<file path="config.mk">
export PLATFORM = sky130hd
export DESIGN_NAME = cpu_trace_capture
export DESIGN_NICKNAME = d
export VERILOG_FILES = /design/src/rtl/cpu_trace_pkg.sv /design/src/rtl/cpu_trace_capture_ram.sv /design/src/rtl/cpu_trace_capture.sv
export SDC_FILE = /design/constraint.sdc
export NUM_CORES = 1
export LEC_CHECK = 0
export CORE_MARGIN = 2
export CORE_UTILIZATION = 40
export CTS_BUF_LIST = sky130_fd_sc_hd__clkbuf_4
export CTS_CLUSTER_SIZE = 25
export DETAILED_ROUTE_END_ITERATION = 6
export DONT_BUFFER_PORTS = 1
export SLEW_MARGIN = 20
export SYNTH_ARGS = -nofsm -noshare
export SYNTH_HDL_FRONTEND = slang
export SYNTH_HIERARCHICAL = 1
export SYNTH_SLANG_ARGS = --single-unit
</file>
<file path="constraint.sdc">
create_clock -name Clock -period 8.1 [get_ports Clock]
set_input_delay 0.81 -clock Clock [delete_from_list [all_inputs] [get_ports Clock]]
set_output_delay 0.81 -clock Clock [all_outputs]
set_load 0.1 [all_outputs]
</file>
<file path="src/rtl/cpu_trace_pkg.sv">
//==============================================================================
// Module      : cpu_trace_pkg
// Description : Shared constants for the CPU trace capture block: FSM state
//               codes, entry width selection (TRACE_ALU_EN) and word indices.
// Revision    : 1.0 - initial release
//==============================================================================
`default_nettype none

package cpu_trace_pkg;

    localparam logic [1:0] IDLE    = 2'd0;
    localparam logic [1:0] ARMED   = 2'd1;
    localparam logic [1:0] CAPTURE = 2'd2;
    localparam logic [1:0] DRAIN   = 2'd3;

`ifdef TRACE_ALU_EN
    localparam int WORDS_PER_ENTRY = 5;
`else
    localparam int WORDS_PER_ENTRY = 2;
`endif

    localparam logic [2:0] W_ADDR   = 3'd0;
    localparam logic [2:0] W_RESULT = 3'd1;
    localparam logic [2:0] W_ALU1   = 3'd2;
    localparam logic [2:0] W_ALU2   = 3'd3;
    localparam logic [2:0] W_ALUOUT = 3'd4;
    localparam logic [2:0] W_LAST   = 3'(WORDS_PER_ENTRY - 1);

endpackage

`default_nettype wire

</file>
<file path="src/rtl/cpu_trace_capture_ram.sv">
//==============================================================================
// Module      : trace_ram
// Description : DEPTH x WIDTH trace storage, synchronous write and
//               asynchronous read (maps to distributed RAM).
// Revision    : 1.0 - initial release
//==============================================================================
`default_nettype none

module trace_ram #(
    parameter  int DEPTH = 16,
    parameter  int WIDTH = 64,
    localparam int AW    = $clog2(DEPTH)
) (
    input  logic             clk,
    input  logic             i_we,
    input  logic [AW-1:0]    i_waddr,
    input  logic [WIDTH-1:0] i_wdata,
    input  logic [AW-1:0]    i_raddr,
    output logic [WIDTH-1:0] o_rdata
);

    logic [WIDTH-1:0] r_mem [DEPTH];

    always_ff @(posedge clk) begin
        if (i_we) begin
            r_mem[i_waddr] <= i_wdata;
        end
    end

    assign o_rdata = r_mem[i_raddr];

endmodule

`default_nettype wire

</file>
<file path="src/rtl/cpu_trace_capture.sv">
//==============================================================================
// Module      : cpu_trace_capture
// Description : Records one entry per executed instruction (optionally from an
//               address trigger) and streams the buffer out as DW-bit words.
//               Define TRACE_ALU_EN to also capture the three ALU taps.
// Revision    : 1.0 - initial release
//==============================================================================
`default_nettype none

module cpu_trace_capture
    import cpu_trace_pkg::*;
#(
    parameter int DEPTH = 16,
    parameter int DW    = 32
) (
    input  logic                   Clock,
    input  logic                   Reset,
    input  logic                   Enable,
    input  logic                   TrigEn,
    input  logic [DW-1:0]          TrigAddr,
    input  logic [DW-1:0]          Addr,
    input  logic [DW-1:0]          Result,
    input  logic [DW-1:0]          ALUin11,
    input  logic [DW-1:0]          ALUin22,
    input  logic [DW-1:0]          ALUoutt,
    output logic [DW-1:0]          OutData,
    output logic                   OutValid,
    input  logic                   OutReady,
    output logic                   OutLast,
    output logic [$clog2(DEPTH):0] Count,
    output logic [7:0]             DropCnt,
    output logic [1:0]             State
);

    localparam int AW = $clog2(DEPTH);
    localparam int CW = AW + 1;
    localparam int EW = WORDS_PER_ENTRY * DW;
    localparam logic [CW-1:0] c_depth = CW'(DEPTH);

    logic [1:0]    r_state;
    logic [DW-1:0] r_prev_addr;
    logic          r_first;
    logic [AW-1:0] r_wr_ptr;
    logic [AW-1:0] r_rd_ptr;
    logic [CW-1:0] r_count;
    logic [2:0]    r_word_idx;
    logic [7:0]    r_drop;
    logic [DW-1:0] r_out_data;
    logic          r_out_valid;
    logic          r_out_last;

    logic          w_qual, w_we, w_drop, w_first_n, w_adv, w_entry_end, w_nxt_last;
    logic [1:0]    w_next_state;
    logic [CW-1:0] w_cnt_inc;
    logic [AW-1:0] w_nxt_rd, w_rd_addr, w_last_ent;
    logic [2:0]    w_nxt_idx, w_sel_idx;
    logic [EW-1:0] w_wdata, w_rd_entry;
    logic [DW-1:0] w_rd_word;

    assign w_qual    = (Addr != r_prev_addr) || r_first;
    assign w_cnt_inc = r_count + {{(CW-1){1'b0}}, w_we};

    always_comb begin
        w_we         = 1'b0;
        w_drop       = 1'b0;
        w_first_n    = 1'b0;
        w_next_state = r_state;
        case (r_state)
            IDLE: begin
                // Entering capture directly stores the current sample unconditionally
                if (Enable && TrigEn) begin
                    w_next_state = ARMED;
                    w_first_n    = 1'b1;
                end else if (Enable) begin
                    w_next_state = CAPTURE;
                    w_we         = 1'b1;
                end
            end
            ARMED: begin
                if (!Enable) begin
                    w_next_state = IDLE;
                end else if (w_qual && (Addr == TrigAddr)) begin
                    w_we         = 1'b1;
                    w_next_state = CAPTURE;
                end
            end
            CAPTURE: begin
                if (w_qual) begin
                    w_we   = (r_count < c_depth);
                    w_drop = (r_count >= c_depth);
                end
                if (!Enable || (w_cnt_inc == c_depth)) begin
                    w_next_state = DRAIN;
                end
            end
            default: begin
                w_drop = w_qual;
                if ((r_count == '0) || (r_out_valid && OutReady && r_out_last)) begin
                    w_next_state = IDLE;
                end
            end
        endcase
    end

    always_comb begin
        w_wdata = '0;
        w_wdata[W_ADDR*DW +: DW]   = Addr;
        w_wdata[W_RESULT*DW +: DW] = Result;
`ifdef TRACE_ALU_EN
        w_wdata[W_ALU1*DW +: DW]   = ALUin11;
        w_wdata[W_ALU2*DW +: DW]   = ALUin22;
        w_wdata[W_ALUOUT*DW +: DW] = ALUoutt;
`endif
    end

`ifndef TRACE_ALU_EN
    logic w_unused_alu;
    assign w_unused_alu = ^{ALUin11, ALUin22, ALUoutt, W_ALU1, W_ALU2, W_ALUOUT};
`endif

    // Readout address/index look one word ahead so the next word is registered on accept
    assign w_adv       = (r_state == DRAIN) && r_out_valid && OutReady;
    assign w_entry_end = (r_word_idx == W_LAST);
    assign w_nxt_idx   = w_entry_end ? W_ADDR : (r_word_idx + 3'd1);
    assign w_nxt_rd    = w_entry_end ? (r_rd_ptr + 1'b1) : r_rd_ptr;
    assign w_rd_addr   = w_adv ? w_nxt_rd : r_rd_ptr;
    assign w_sel_idx   = w_adv ? w_nxt_idx : W_ADDR;
    assign w_last_ent  = AW'(r_count - 1'b1);
    assign w_nxt_last  = (w_nxt_rd == w_last_ent) && (w_nxt_idx == W_LAST);

    always_comb begin
        w_rd_word = w_rd_entry[DW-1:0];
        for (int k = 0; k < WORDS_PER_ENTRY; k++) begin
            if (w_sel_idx == 3'(k)) begin
                w_rd_word = w_rd_entry[k*DW +: DW];
            end
        end
    end

    trace_ram #(
        .DEPTH (DEPTH),
        .WIDTH (EW)
    ) u_ram (
        .clk     (Clock),
        .i_we    (w_we),
        .i_waddr (r_wr_ptr),
        .i_wdata (w_wdata),
        .i_raddr (w_rd_addr),
        .o_rdata (w_rd_entry)
    );

    always_ff @(posedge Clock or posedge Reset) begin
        if (Reset) begin
            r_state     <= IDLE;
            r_prev_addr <= '0;
            r_first     <= 1'b0;
            r_wr_ptr    <= '0;
            r_rd_ptr    <= '0;
            r_count     <= '0;
            r_word_idx  <= W_ADDR;
            r_drop      <= '0;
            r_out_data  <= '0;
            r_out_valid <= 1'b0;
            r_out_last  <= 1'b0;
        end else begin
            r_state     <= w_next_state;
            r_prev_addr <= Addr;
            r_first     <= w_first_n;
            if (w_we) begin
                r_wr_ptr <= r_wr_ptr + 1'b1;
                r_count  <= w_cnt_inc;
            end
            if (w_drop && (r_drop != 8'hFF)) begin
                r_drop <= r_drop + 8'd1;
            end
            if ((r_state != DRAIN) && (w_next_state == DRAIN)) begin
                r_word_idx <= W_ADDR;
                if (w_cnt_inc != '0) begin
                    r_out_valid <= 1'b1;
                    r_out_last  <= 1'b0;
                    // An entry written on this same edge is not yet readable from the RAM
                    r_out_data  <= (r_count == '0) ? Addr : w_rd_word;
                end
            end else if (w_adv) begin
                if (r_out_last) begin
                    r_out_valid <= 1'b0;
                    r_out_last  <= 1'b0;
                    r_count     <= '0;
                    r_wr_ptr    <= '0;
                    r_rd_ptr    <= '0;
                    r_word_idx  <= W_ADDR;
                end else begin
                    r_word_idx <= w_nxt_idx;
                    r_rd_ptr   <= w_nxt_rd;
                    r_out_data <= w_rd_word;
                    r_out_last <= w_nxt_last;
                end
            end
        end
    end

    assign OutData  = r_out_data;
    assign OutValid = r_out_valid;
    assign OutLast  = r_out_last;
    assign Count    = r_count;
    assign DropCnt  = r_drop;
    assign State    = r_state;

endmodule

`default_nettype wire

</file>
After elaboration in Yosys (flattened, before gate mapping)
Memory sizes are Yosys's and may differ from the RTL's. Index checks and enable logic that the tools add are counted.

Memory bits (writable): 1024. Input bits: 197. Output and inout port bits: 49. Bits in latches: 0. Bits in registers: 93. Bits in read-only memories: 0. Memories: 1.

Memory list: u_ram.r_mem (depth 16, bits a word 64, read ports 1, clocked after memory_dff 0, write ports 1, RTL line cpu_trace_capture_ram.sv:22) `logic [WIDTH-1:0] r_mem [DEPTH];`.

Shift-type cells: 0. Muxes and demuxes: 49. Magnitude comparators: 2. $add $sub $neg: 6. Bitwise operators: 1. Div/mod/pow operators: 0. Equality and inequality tests: 15. Multipliers: 0. Reduce and logical (&&, ||, !) cells: 23.

Operators with widths (count): 32-bit 2-to-1 mux (6); 32-bit == test (1); 32-bit inequality test (1); 4-bit 2-to-1 mux (7); 5-bit 2-to-1 mux (4); 1-bit 2-to-1 mux (18); 3-bit 2-to-1 mux (5); 2-bit 2-to-1 mux (6); 3-bit by 1-bit == test with 1-bit output (second input constant) (3); 1-bit logical AND (9); 4-bit by 1-bit adder with 4-bit output (second input constant) (2); 8-bit by 1-bit adder with 8-bit output (second input constant) (1); 8-bit inequality test (second input constant) (1); 2-bit == test (second input constant) (3); 2-bit case mux with 3 select lines (1); 3-bit AND reduction (2); 5-bit by 1-bit adder with 5-bit output (1); 5-bit == test (second input constant) (1); 5-bit greater-or-equal comparator (second input constant) (1); 5-bit logical NOT (1); 5-bit less-than comparator (second input constant) (1); 5-bit nonzero test (1); 4-bit == test (1); 2-bit by 1-bit inequality test with 1-bit output (second input constant) (2); 13 further kinds (17).

Logic depth before layout (Yosys ltp)
Gate-level depths: netlist of run 1.

Depth after elaboration: 15. Gate-level depth with buffers: 17. Depth with buffers taken out: 15.

By module
Netlist of run 1, hierarchy kept.

By module, submodules not included: trace_ram (cells each 1583, instances 1, area an instance 38300.5 um^2, sequential area each 30749.5 um^2); cpu_trace_capture (cells each 494, instances 1, area an instance 4999.8 um^2, sequential area each 2327.2 um^2).

Least setup slack after synthesis of run 1
Ideal clock, no wire load.

Path type: input port to flip-flop. Start: input port Addr[30]. End: memory u_ram.r_mem[0][0], enable pin. Path buffers: 0. Path slack: 0.295 ns. Cell stages on the path: 8. Arrival time: 7.241 ns. Required time: 7.535 ns. Library setup time: 0.565 ns. Cells stage by stage: xor2_1 > nor4_1 > nand4_1 > or4_4 > or3_1 > nand2_1 > or3b_2 > nor3_1.

Cells in the longest elaborated chain, start to end: 8. Elaborated cells between the ends (all ways): 10. Classes of those cells: eq/ne: 2; mux: 6; reduce/logical: 2.

Ends and longest elaborated chain: from (decl) (RTL line cpu_trace_capture.sv:21) `input logic [DW-1:0] Addr,`; 32-bit inequality test (RTL line cpu_trace_capture.sv:60) `assign w_qual = (Addr != r_prev_addr) || r_first;`; 1-bit logical OR (RTL line cpu_trace_capture.sv:60); 1-bit logical AND (RTL line cpu_trace_capture.sv:82) `end else if (w_qual && (Addr == TrigAddr)) begin`; 1-bit 2-to-1 mux (RTL line cpu_trace_capture.sv:82); 1-bit 2-to-1 mux (RTL line cpu_trace_capture.sv:80) `if (!Enable) begin`; 1-bit case mux with 3 select lines (*) (RTL line cpu_trace_capture.sv:68) `case (r_state)`; named net w_we (RTL line cpu_trace_capture.sv:52) `logic w_qual, w_we, w_drop, w_first_n, w_adv, w_entry_end, w_nxt_last;`; 1-bit 2-to-1 mux (*) (RTL line cpu_trace_capture_ram.sv:25) `if (i_we) begin`; 1-bit 2-to-1 mux (implied by the code) (*) (RTL line cpu_trace_capture_ram.sv:26) `r_mem[i_waddr] <= i_wdata;`; to (decl) (RTL line cpu_trace_capture_ram.sv:22).

The timed path passes the listed nets; every way through them passes the cells marked *.

Final worst setup path of run 1
Start: register r_state[1], in the netlist State[1]. End: register r_out_data[25], in the netlist OutData[25].

Elaborated cells between the ends (all ways): 35. Classes of those cells: add/sub: 1; eq/ne: 9; mux: 16; reduce/logical: 8; memory: 1.

RTL lines: from (decl) (RTL line cpu_trace_capture.sv:40) `logic [1:0] r_state;`; from (signal assigned) (RTL line cpu_trace_capture.sv:166) `r_state <= w_next_state;`; 2-bit == test (*) (RTL line cpu_trace_capture.sv:122) `assign w_adv = (r_state == DRAIN) && r_out_valid && OutReady;`; 1-bit logical AND (*) (2 in series) (RTL line cpu_trace_capture.sv:122); 4-bit 2-to-1 mux (*) (RTL line cpu_trace_capture.sv:126) `assign w_rd_addr = w_adv ? w_nxt_rd : r_rd_ptr;`; named net w_rd_addr[0] (RTL line cpu_trace_capture.sv:55) `logic [AW-1:0] w_nxt_rd, w_rd_addr, w_last_ent;`; memory 16 x 64 bit (*); named net w_rd_entry[25] (RTL line cpu_trace_capture.sv:57) `logic [EW-1:0] w_wdata, w_rd_entry;`; 32-bit 2-to-1 mux (*) (RTL line cpu_trace_capture.sv:134) `if (w_sel_idx == 3'(k)) begin`; 32-bit 2-to-1 mux, on equally long branches (RTL line cpu_trace_capture.sv:185, cpu_trace_capture.sv:182); 32-bit 2-to-1 mux, on equally long branches (RTL line cpu_trace_capture.sv:184, cpu_trace_capture.sv:178); 32-bit 2-to-1 mux (*) (RTL line cpu_trace_capture.sv:176) `if ((r_state != DRAIN) && (w_next_state == DRAIN)) begin`; to (signal assigned) (RTL line cpu_trace_capture.sv:182) `r_out_data <= (r_count == '0) ? Addr : w_rd_word;`; to (signal assigned) (RTL line cpu_trace_capture.sv:195) `r_out_data <= w_rd_word;`; to (decl) (RTL line cpu_trace_capture.sv:48) `logic [DW-1:0] r_out_data;`.

The timed path passes the listed nets; every way through them passes the cells marked *. The select of a mux whose other input is x is not followed. A chain may end at the register's enable or synchronous reset.

==> flow_summary.yaml, run 1 <==
clocking:
  cts_made_buffers: 296
  hold_buffers: 68
  cts_root_buf: "clkbuf_4"
  worst_skew_pair.late_latency_ns: 1.13
  post_cts_buffers: 0
  cts_buffer_depth: 4
  path_clk_slew_ns: 0.07
  cts_resized: 0
  cts_sinks: 1117
  htree_num_levels: 5
  cts_tree: "done"
synthesis:
  ys_warn_count: 6
  yosys.area.top_type: "edfxtp_1"
  syn_area_sq_mm: 0.04330
  synth_top_area_share_pct: 71.01
  yosysSeqAreaShare_pct: 76.39
  syn_inst: 2077
  yosys-top-cells-area: "edfxtp_1, mux4_2, dfrtp_1"
  synth-edff-count: 1024
  avgSynthCellArea_sq_um: 20.85
  ys_types: 52
  ys_ff_latch: 1117
  ys.flop_type: "edfxtp_1"
  synth_nets: 2280
  async_flop_share_pct: 8.326
cells_and_area:
  syn_to_final_growth_pct: 14.16
  nets: 2592
  post-route-cell-area_sq_mm: 0.04943
  final_common_cell: "edfxtp_1"
  layout_common_cells: "edfxtp_1, clkbuf_4, mux4_2"
  drive_above_1_share_pct: 31.21
  fin_cells: 3994
grt:
  grt_max_degree: 75
  grt_use_total_pct: 19.84
  antenna_found_initial: 20
  grt_pass1_vias: 23341
  overflow: 0
  grt_pass1_wl_um: 158500
drt:
  ant_nets: 0
  wire_per_inst_um: 27.63
  drt-total-wl_um: 110300
  vias: 22448
  drt_first_iter_violations: 2125
  drc: 0
  drt_first_pass_iters: 7
  via_per_inst: 5.620
critical_path:
  worstSetupEndpointType: "flip-flop"
  crit_path_max_fanout: 47
  rr_endpoint: "OutData[25]$_DFFE_PP0P_"
  r2r_slack_ns: 2.25
  critPathKind: "flip-flop to flip-flop"
  required_ns: 9.04
  r2r_start: "State[1]$_DFF_PP0_"
  cp_cell_sequence: "nand4_1 > or2_2 > xnor2_2 > buf_4 > mux4_2 > a22oi_1 > nand2_1 > mux2_2 > mux2i_1 > o21ai_0"
  crit_slowest_cell: "dfrtp_1"
  reg2regPathDepth: 10
  max_stage_delay_ns: 1.09
  worstPathArrival_ns: 6.79
  setup.worst_path.start_class: "flip-flop"
timing:
  clock_skew_ns: 0.08174
  final-setup-viol-count: 0
  slew_violations: 0
  max_freq_mhz: 171.0
  worst_slack_ns: 2.250
  finalCriticalPeriod_ns: 5.850
  tightest_slew_ns: 1.145
  hold_violations: 0
  finalSetupTns_ns: 0
  timing.hold.ws_ns: 0.1315
  slew_headroom_pct: 23.64
  min_period_over_period_pct: 72.22
  rsz0062_at_grt: "no"
pwr:
  p_leak_nw: 16.38
  ir_drop_uv: 176.5
  p_per_area_mw_per_mm2: 321.4
hold_path:
  hold_path_class: "input pin to flip-flop"
  hold_path_depth: 3
  hp-start: "Enable"
  hold_end: "OutLast$_DFFE_PP0P_"
die:
  core_area_sq_mm: 0.1072
  die_h_um: 333.0
  placementRows: 120
  dieWidth_um: 333.0
  start_util_pct: 40.39
  io_pins: 246
  die_area_sq_mm: 0.1109
outcome:
  outcome: "completed"
flow_run:
  cap_violations: 0
placed_design:
  place_inst: 3426
  placed_area_sq_mm: 0.04516
  post-place-ws_ns: 2.320
  gp_congestion: 0.7870
  port_buffers: 0
  hpwl_um: 57300
==> critical path, delay by kind of cell (launching register included) <==
family | cells | cell delay [ns]
compound gates | 2 | 0.35
xor+xnor | 1 | 0.76
mux | 3 | 1.04
flops | 1 | 1.09
buf+inv | 1 | 0.87
simple gates | 3 | 1.49
==> layout make-up <==
type	instances	area (sq um)
Antenna cell	5	12.51
Multi-Input combinational cell	846	9813
Tap cell	1403	1755
Fill cell	9091	57770
Clock inverter	83	480.5
Inverter	6	25.02
Timing Repair Buffer	122	1174
Clock buffer	412	3093
Sequential cell	1117	33080
==> routing by layer <==
metal	global-route usage, %	vias to the layer above	routed length (um)
met1	26.43	11946	45000
met2	31.99	913	54240
met5	0	-	119
li1	-	9412	-
met4	6.441	20	2132
met3	5.105	157	8849
==> registers in the layout, summed over array words and instances (netlist names) <==
register / count
r_prev_addr: 32
State: 2
DropCnt: 8
OutData: 32
r_first: 1
OutLast: 1
Count: 5
r_rd_ptr: 4
OutValid: 1
r_wr_ptr: 4
r_word_idx: 3
u_ram/r_mem: 1024
==> synthesized netlist by cell type (all sizes together) (4+ instances only) <==
cell and n:
and3 6, nand2b 4, a21oi 10, dfrtp 93, o21ai 64, nor2 44
inv 6, clkbuf 59, xnor2 24, buf 49, mux2 33, nand2 115
nor3 13, nand3 10, xor2 57, ha 6, mux2i 16, a22oi 128
mux4 256, nand4 9, edfxtp 1024, nor4 13
==> worst max-delay path by stage <==
stage | startpoint | endpoint | depth (start not counted)
3_5_place_dp | State[1]$_DFF_PP0_ | OutData[25]$_DFFE_PP0P_ | 10
6_report | State[1]$_DFF_PP0_ | OutData[25]$_DFFE_PP0P_ | 10
4_1_cts | State[1]$_DFF_PP0_ | OutData[25]$_DFFE_PP0P_ | 10
5_1_grt | State[1]$_DFF_PP0_ | OutData[26]$_DFFE_PP0P_ | 10
2_1_floorplan | Addr[30] | u_ram/r_mem[0][0]$_DFFE_PP_ | 8
3_3_place_gp | State[1]$_DFF_PP0_ | OutData[25]$_DFFE_PP0P_ | 10
==> cell families after synthesis <==
kind of cell	count (synthesis)	synth area share [%]
AND/OR/NAND/NOR	234	2.476
adder cells (fa/ha/maj)	6	0.1734
multiplexers	305	14.54
flip-flops	1117	76.39
AO/OA/AOI/OAI	220	3.459
XOR/XNOR	81	1.638
buffers and inverters	114	1.321
==> per-stage QoR <==
step	power [mW]	utilization [%]
after floorplan	10.15	-
after global placement	11.19	42.13
after detailed placement	11.22	42.13
after CTS	16.06	46.10
after global routing	16.62	46.10
final	15.88	46.11
==> power by group <==
part | switching, mW | total, mW | internal (mW)
combinational | 2.08 | 3.55 | 1.47
clock | 2.16 | 4.69 | 2.53
sequential | 0.982 | 7.64 | 6.66
No activity file was read; power rests on OpenSTA's default activity.
==> inputs of run 2 (changes only) <==
- clock period: 8.1 -> 4.69 ns (I/O delays scaled with it)
==> run 2 against run 1 <==
Effect of this change:
- via count rose by 1.2%
- first-iteration DRC count rose by 2.1%
- critical path depth up 7
- register-to-register slack got worse by 1.9 ns
- clock-buffer cell count rose by 5
- clock skew increased by 0.044 ns
- non-clock buffer count grew 63
- sequential power up 70%
- global-route usage grew 0.18 points
- final cell count grew 1.8%
- die area unchanged
- sequential share of layout area fell by 1.7 points
- largest cell class unchanged
- largest power group unchanged
==> flow_summary.yaml, run 2 (synthesis gave the netlist of run 1 again) <==
critical_path:
  r2r_start: "r_prev_addr[10]$_DFF_PP0_"
  worstSetupEndpointType: "flip-flop"
  setup.worst_path.start_class: "input pin"
  crit_path_max_fanout: 19
  critPathKind: "input pin to flip-flop"
  required_ns: 5.68
  reg2regPathDepth: 17
  cp-startpoint: "Addr[20]"
  worstPathArrival_ns: 5.46
clocking:
  cts_root_buf: "clkbuf_4"
  cts_made_buffers: 295
  htree_num_levels: 5
  cts_resized: 0
  post_cts_buffers: 0
  worst_skew_pair.late_latency_ns: 1.16
  cts_sinks: 1117
  cts_tree: "done"
  cts_buffer_depth: 4
  path_clk_slew_ns: 0.06
cells_and_area:
  layout_common_cells: "edfxtp_1, clkbuf_4, mux4_2"
  final_common_cell: "edfxtp_1"
  post-route-cell-area_sq_mm: 0.05070
  largest_register: "u_ram/r_mem"
  nets: 2654
  syn_to_final_growth_pct: 17.08
  largest_reg_flops: 1024
  fin_cells: 4064
  post-route-util_pct: 47.29
  drive_above_1_share_pct: 32.75
timing:
  max_freq_mhz: 223.6
  tightest_slew_ns: 1.085
  min_period_over_period_pct: 95.35
  finalSetupTns_ns: 0
  rsz0062_at_grt: "no"
  timing.hold.ws_ns: 0.1508
  finalCriticalPeriod_ns: 4.472
  final-setup-viol-count: 0
  clock_skew_ns: 0.1261
  hold_violations: 0
  slew_violations: 0
  worst_slack_ns: 0.2182
  slew_headroom_pct: 27.44
hold_path:
  hold_path_depth: 6
  hp-start: "Addr[28]"
  hold_path_class: "input pin to flip-flop"
placed_design:
  placed_area_sq_mm: 0.04634
  hpwl_um: 61360
  gp_congestion: 0.7926
  port_buffers: 0
  place_inst: 3478
  post-place-ws_ns: 0.2119
die:
  io_pins: 246
  core_area_sq_mm: 0.1072
  start_util_pct: 40.39
  dieWidth_um: 333.0
  placementRows: 120
  die_h_um: 333.0
  die_area_sq_mm: 0.1109
drt:
  drt_first_iter_violations: 2170
  wire_per_inst_um: 27.14
  drt-total-wl_um: 110300
  drt_first_pass_iters: 7
  drc: 0
  via_per_inst: 5.591
  ant_nets: 0
  vias: 22720
grt:
  grt_use_total_pct: 20.02
  antenna_found_initial: 26
  grt_max_degree: 67
  grt_pass1_vias: 23985
  grt_pass1_wl_um: 161000
  overflow: 0
flow_run:
  cap_violations: 0
pwr:
  ir_drop_uv: 307.1
  p_total_mw: 27.72
  p_per_area_mw_per_mm2: 546.8
  p_leak_nw: 16.88
outcome:
  outcome: "completed"
==> run 2: cell types whose count changed in the layout (fill, tap and decap cells not counted), moves of 2 or more <==
cell and change:
clkinv_1 -5, inv_2 +3, diode_2 +6, buf_4 -9, dlygate4sd3_1 +10, dfrtp_2 +2, dfrtp_1 -2, clkinv_2 +2
clkbuf_4 +5, buf_12 +61, bufinv_16 -3, nor3_4 +4, nor3_2 -4
==> run 2: layout make-up <==
type                            instances  area, sq um
Clock buffer                          417         3131
Clock inverter                         79        385.4
Tap cell                             1403         1755
Antenna cell                           11        27.53
Sequential cell                      1117        33080
Multi-Input combinational cell        846         9838
Inverter                                6        25.02
Timing Repair Buffer                  185         2455
Fill cell                            8921        56510
==> run 2: path summary, 6_finish.rpt <==
check                      slack, ns                       end
max in group asynchronous       3.68    OutData[8]$_DFFE_PP0P_
hold / removal                  0.15        State[0]$_DFF_PP0_
setup / recovery                0.22   OutData[27]$_DFFE_PP0P_
min in group asynchronous       0.49  r_prev_addr[0]$_DFF_PP0_
hold reg to reg                 0.53   r_rd_ptr[3]$_DFFE_PP0P_
setup reg to reg                0.36   OutData[27]$_DFFE_PP0P_
==> run 2: where the power goes <==
| group | switching [mW] | internal (mW) | total (mW) |
|---|---|---|---|
| logic | 3.88 | 2.78 | 6.67 |
| clock network | 3.78 | 4.24 | 8.02 |
| registers | 1.53 | 11.5 | 13.0 |
==> run 2: repair_timing <==
action,4_1_cts,5_1_grt
hold buffers,79,0
endpoints found under the setup margin,0,0
hold endpoints to repair,1179,0
==> run 2: routing by layer <==
layer | track usage [%] | routed length, um | share of wire, % | vias up
li1 | - | - | - | 9561
met1 | 26.67 | 45780 | 41 | 12022
met2 | 32.42 | 53910 | 49 | 925
met3 | 5.210 | 8260 | 7.5 | 190
met4 | 6.104 | 2216 | 2.0 | 22
met5 | 0 | 143 | 0.13 | -
==> run 2: worst max-delay path, cell delays in order <==
cell and delay, ns:
dlygate4sd3_1 1.10, xnor2_1 0.20, nand4_1 0.13, dlygate4sd3_1 0.60, or4_4 0.52, or3_1 0.36
nand2_1 0.13, ha_1 0.20, ha_1 0.17, and3_1 0.18, xnor2_1 0.13, nand3_1 0.14
a21o_1 0.21, or2_2 0.37, buf_12 0.18, mux2i_1 0.12, o21ai_0 0.22
==> inputs of run 3 (changes only) <==
--- a/constraint.sdc
+++ b/constraint.sdc
@@ -3,2 +3,2 @@
 set_output_delay 0.469 -clock Clock [all_outputs]
-set_load 0.1 [all_outputs]
+set_load 0.02 [all_outputs]
==> run 3 against run 2 <==
Effect of this change:
- first-iteration DRC count is 2.3% higher
- cell area decreased by 0.81%
- combinational power decreased by 5.5%
- via count shrank 0.16%
- setup slack gained 0.039 ns
- wire length increased by 1.0%
- total power shrank 4.2%
- fmax up 0.88%
- register-to-register slack about the same
- final cell count fell by 0.84%
- largest power group unchanged
==> flow_summary.yaml, run 3 (synthesis gave the netlist of run 1 again) <==
outcome:
  outcome: "completed"
clocking:
  cts_root_buf: "clkbuf_4"
  cts_buffer_depth: 4
  cts_sinks: 1117
  path_clk_slew_ns: 0.08
  cts_tree: "done"
  htree_num_levels: 5
  worst_skew_pair.late_latency_ns: 1.14
  cts_made_buffers: 295
timing:
  slew_headroom_pct: 34.51
  rsz0062_at_grt: "no"
  worst_slack_ns: 0.2573
  max_freq_mhz: 225.6
  timing.hold.ws_ns: 0.04506
  slew_violations: 0
  final-setup-viol-count: 0
  finalCriticalPeriod_ns: 4.433
  hold_violations: 0
  tightest_slew_ns: 0.9823
  min_period_over_period_pct: 94.51
  clock_skew_ns: 0.1083
placed_design:
  hpwl_um: 59230
  place_inst: 3457
  gp_congestion: 0.7571
  port_buffers: 0
  post-place-ws_ns: 0.2171
  placed_area_sq_mm: 0.04591
grt:
  grt_pass1_wl_um: 161100
  antenna_found_initial: 27
  grt_use_total_pct: 20.12
  grt_pass1_vias: 23849
  grt_max_degree: 65
  overflow: 0
drt:
  ant_nets: 0
  drt_first_iter_violations: 2220
  vias: 22683
  drt_first_pass_iters: 5
  drc: 0
  drt-total-wl_um: 111400
  via_per_inst: 5.629
  wire_per_inst_um: 27.65
die:
  dieWidth_um: 333.0
  core_area_sq_mm: 0.1072
  start_util_pct: 40.39
  io_pins: 246
  die_area_sq_mm: 0.1109
  die_h_um: 333.0
  placementRows: 120
critical_path:
  setup.worst_path.start_class: "input pin"
  reg2regPathDepth: 15
  cp-endpoint: "OutData[20]$_DFFE_PP0P_"
  r2r_slack_ns: 0.35
  critPathKind: "input pin to flip-flop"
  cp-startpoint: "Addr[30]"
  r2r_start: "r_prev_addr[23]$_DFF_PP0_"
  required_ns: 5.67
  worstSetupEndpointType: "flip-flop"
  rr_endpoint: "OutData[20]$_DFFE_PP0P_"
  worstPathArrival_ns: 5.42
  crit_path_max_fanout: 21
pwr:
  ir_drop_uv: 335.7
  p_per_area_mw_per_mm2: 528.0
  p_leak_nw: 16.77
  p_total_mw: 26.55
cells_and_area:
  layout_common_cells: "edfxtp_1, clkbuf_4, mux4_2"
  largest_register: "u_ram/r_mem"
  fill_cells: 9042
  fin_cells: 4030
  post-route-cell-area_sq_mm: 0.05029
  drive_above_1_share_pct: 32.01
  final_common_cell: "edfxtp_1"
  largest_reg_flops: 1024
  syn_to_final_growth_pct: 16.14
  nets: 2632
hold_path:
  hold_path_class: "input pin to flip-flop"
flow_run:
  cap_violations: 0
## run 3: cell count changes in the layout (fill, tap and decap cells not counted), moves of 4 or more
cell            delta
dlymetal6s4s_1     +6
dlygate4sd3_1      -7
bufinv_16          +4
diode_2            -5
buf_12            -22
clkbuf_4          -14
## run 3: how the worst min path moves through the flow
| stage | from | end | slack [ns] | cells past startpoint |
|---|---|---|---|---|
| global placement | r_rd_ptr[3]$_DFFE_PP0P_ | r_rd_ptr[3]$_DFFE_PP0P_ | 0.50 | 2 |
| finish | Addr[7] | r_prev_addr[7]$_DFF_PP0_ | 0.05 | 1 |
| CTS | TrigAddr[17] | r_wr_ptr[1]$_DFF_PP0_ | 0.0009 | 6 |
| global route | Addr[7] | r_prev_addr[7]$_DFF_PP0_ | 0.01 | 1 |
| detailed placement | Addr[19] | r_prev_addr[19]$_DFF_PP0_ | 0.50 | 0 |
| floorplan | r_rd_ptr[3]$_DFFE_PP0P_ | r_rd_ptr[3]$_DFFE_PP0P_ | 0.48 | 2 |
## run 3: what timing repair did
| action | CTS | global route |
|---|---|---|
| hold buffers | 78 | 0 |
| resized for setup | 0 | 6 |
| setup buffers | 0 | 0 |
| endpoints found under the setup margin | 0 | 16 |
| hold endpoints to repair | 1167 | 0 |
## run 3: power by group
group          internal (mW)  switching [mW]
logic                   2.72            3.57
registers               11.5           0.637
clock network           4.35            3.74
## run 3: metal layers
metal / routed length, um / vias up / track usage [%]
li1: - / 9508 / -
met1: 46430 / 12091 / 27.30
met2: 54370 / 921 / 32.42
met3: 8773 / 143 / 4.960
met4: 1733 / 20 / 5.748
met5: 124 / - / 0
## run 3: cell type report
cell class | count | area (sq um) | area share (%)
tap | 1403 | 1755 | 3.491
antenna | 6 | 15.01 | 0.02986
clock inverter | 86 | 524.3 | 1.043
timing repair buffer | 163 | 2027 | 4.031
clock buffer | 403 | 3025 | 6.016
multi-input combinational | 846 | 9838 | 19.56
inverter | 6 | 25.02 | 0.04976
sequential | 1117 | 33080 | 65.78
## run 3: metrics by stage
step           setup TNS (ns)  utilization [%]
2_1_floorplan         -251.91                -
3_3_place_gp                0            42.82
3_5_place_dp                0            42.82
4_1_cts                     0            46.88
5_1_grt                     0            46.90
6_report                    0            46.91
## run 3: critical path, cell delays in order
cell	delay (ns)
dlygate4sd3_1	1.06
xor2_1	0.14
nor4_1	0.34
nand4_1	0.13
or4_4	0.56
or3_1	0.41
nand2_1	0.14
ha_1	0.23
ha_1	0.24
and3_1	0.24
xnor2_1	0.13
nand3_1	0.13
a21oi_1	0.18
or2_2	0.59
o21ai_0	0.21
o21ai_1	0.18
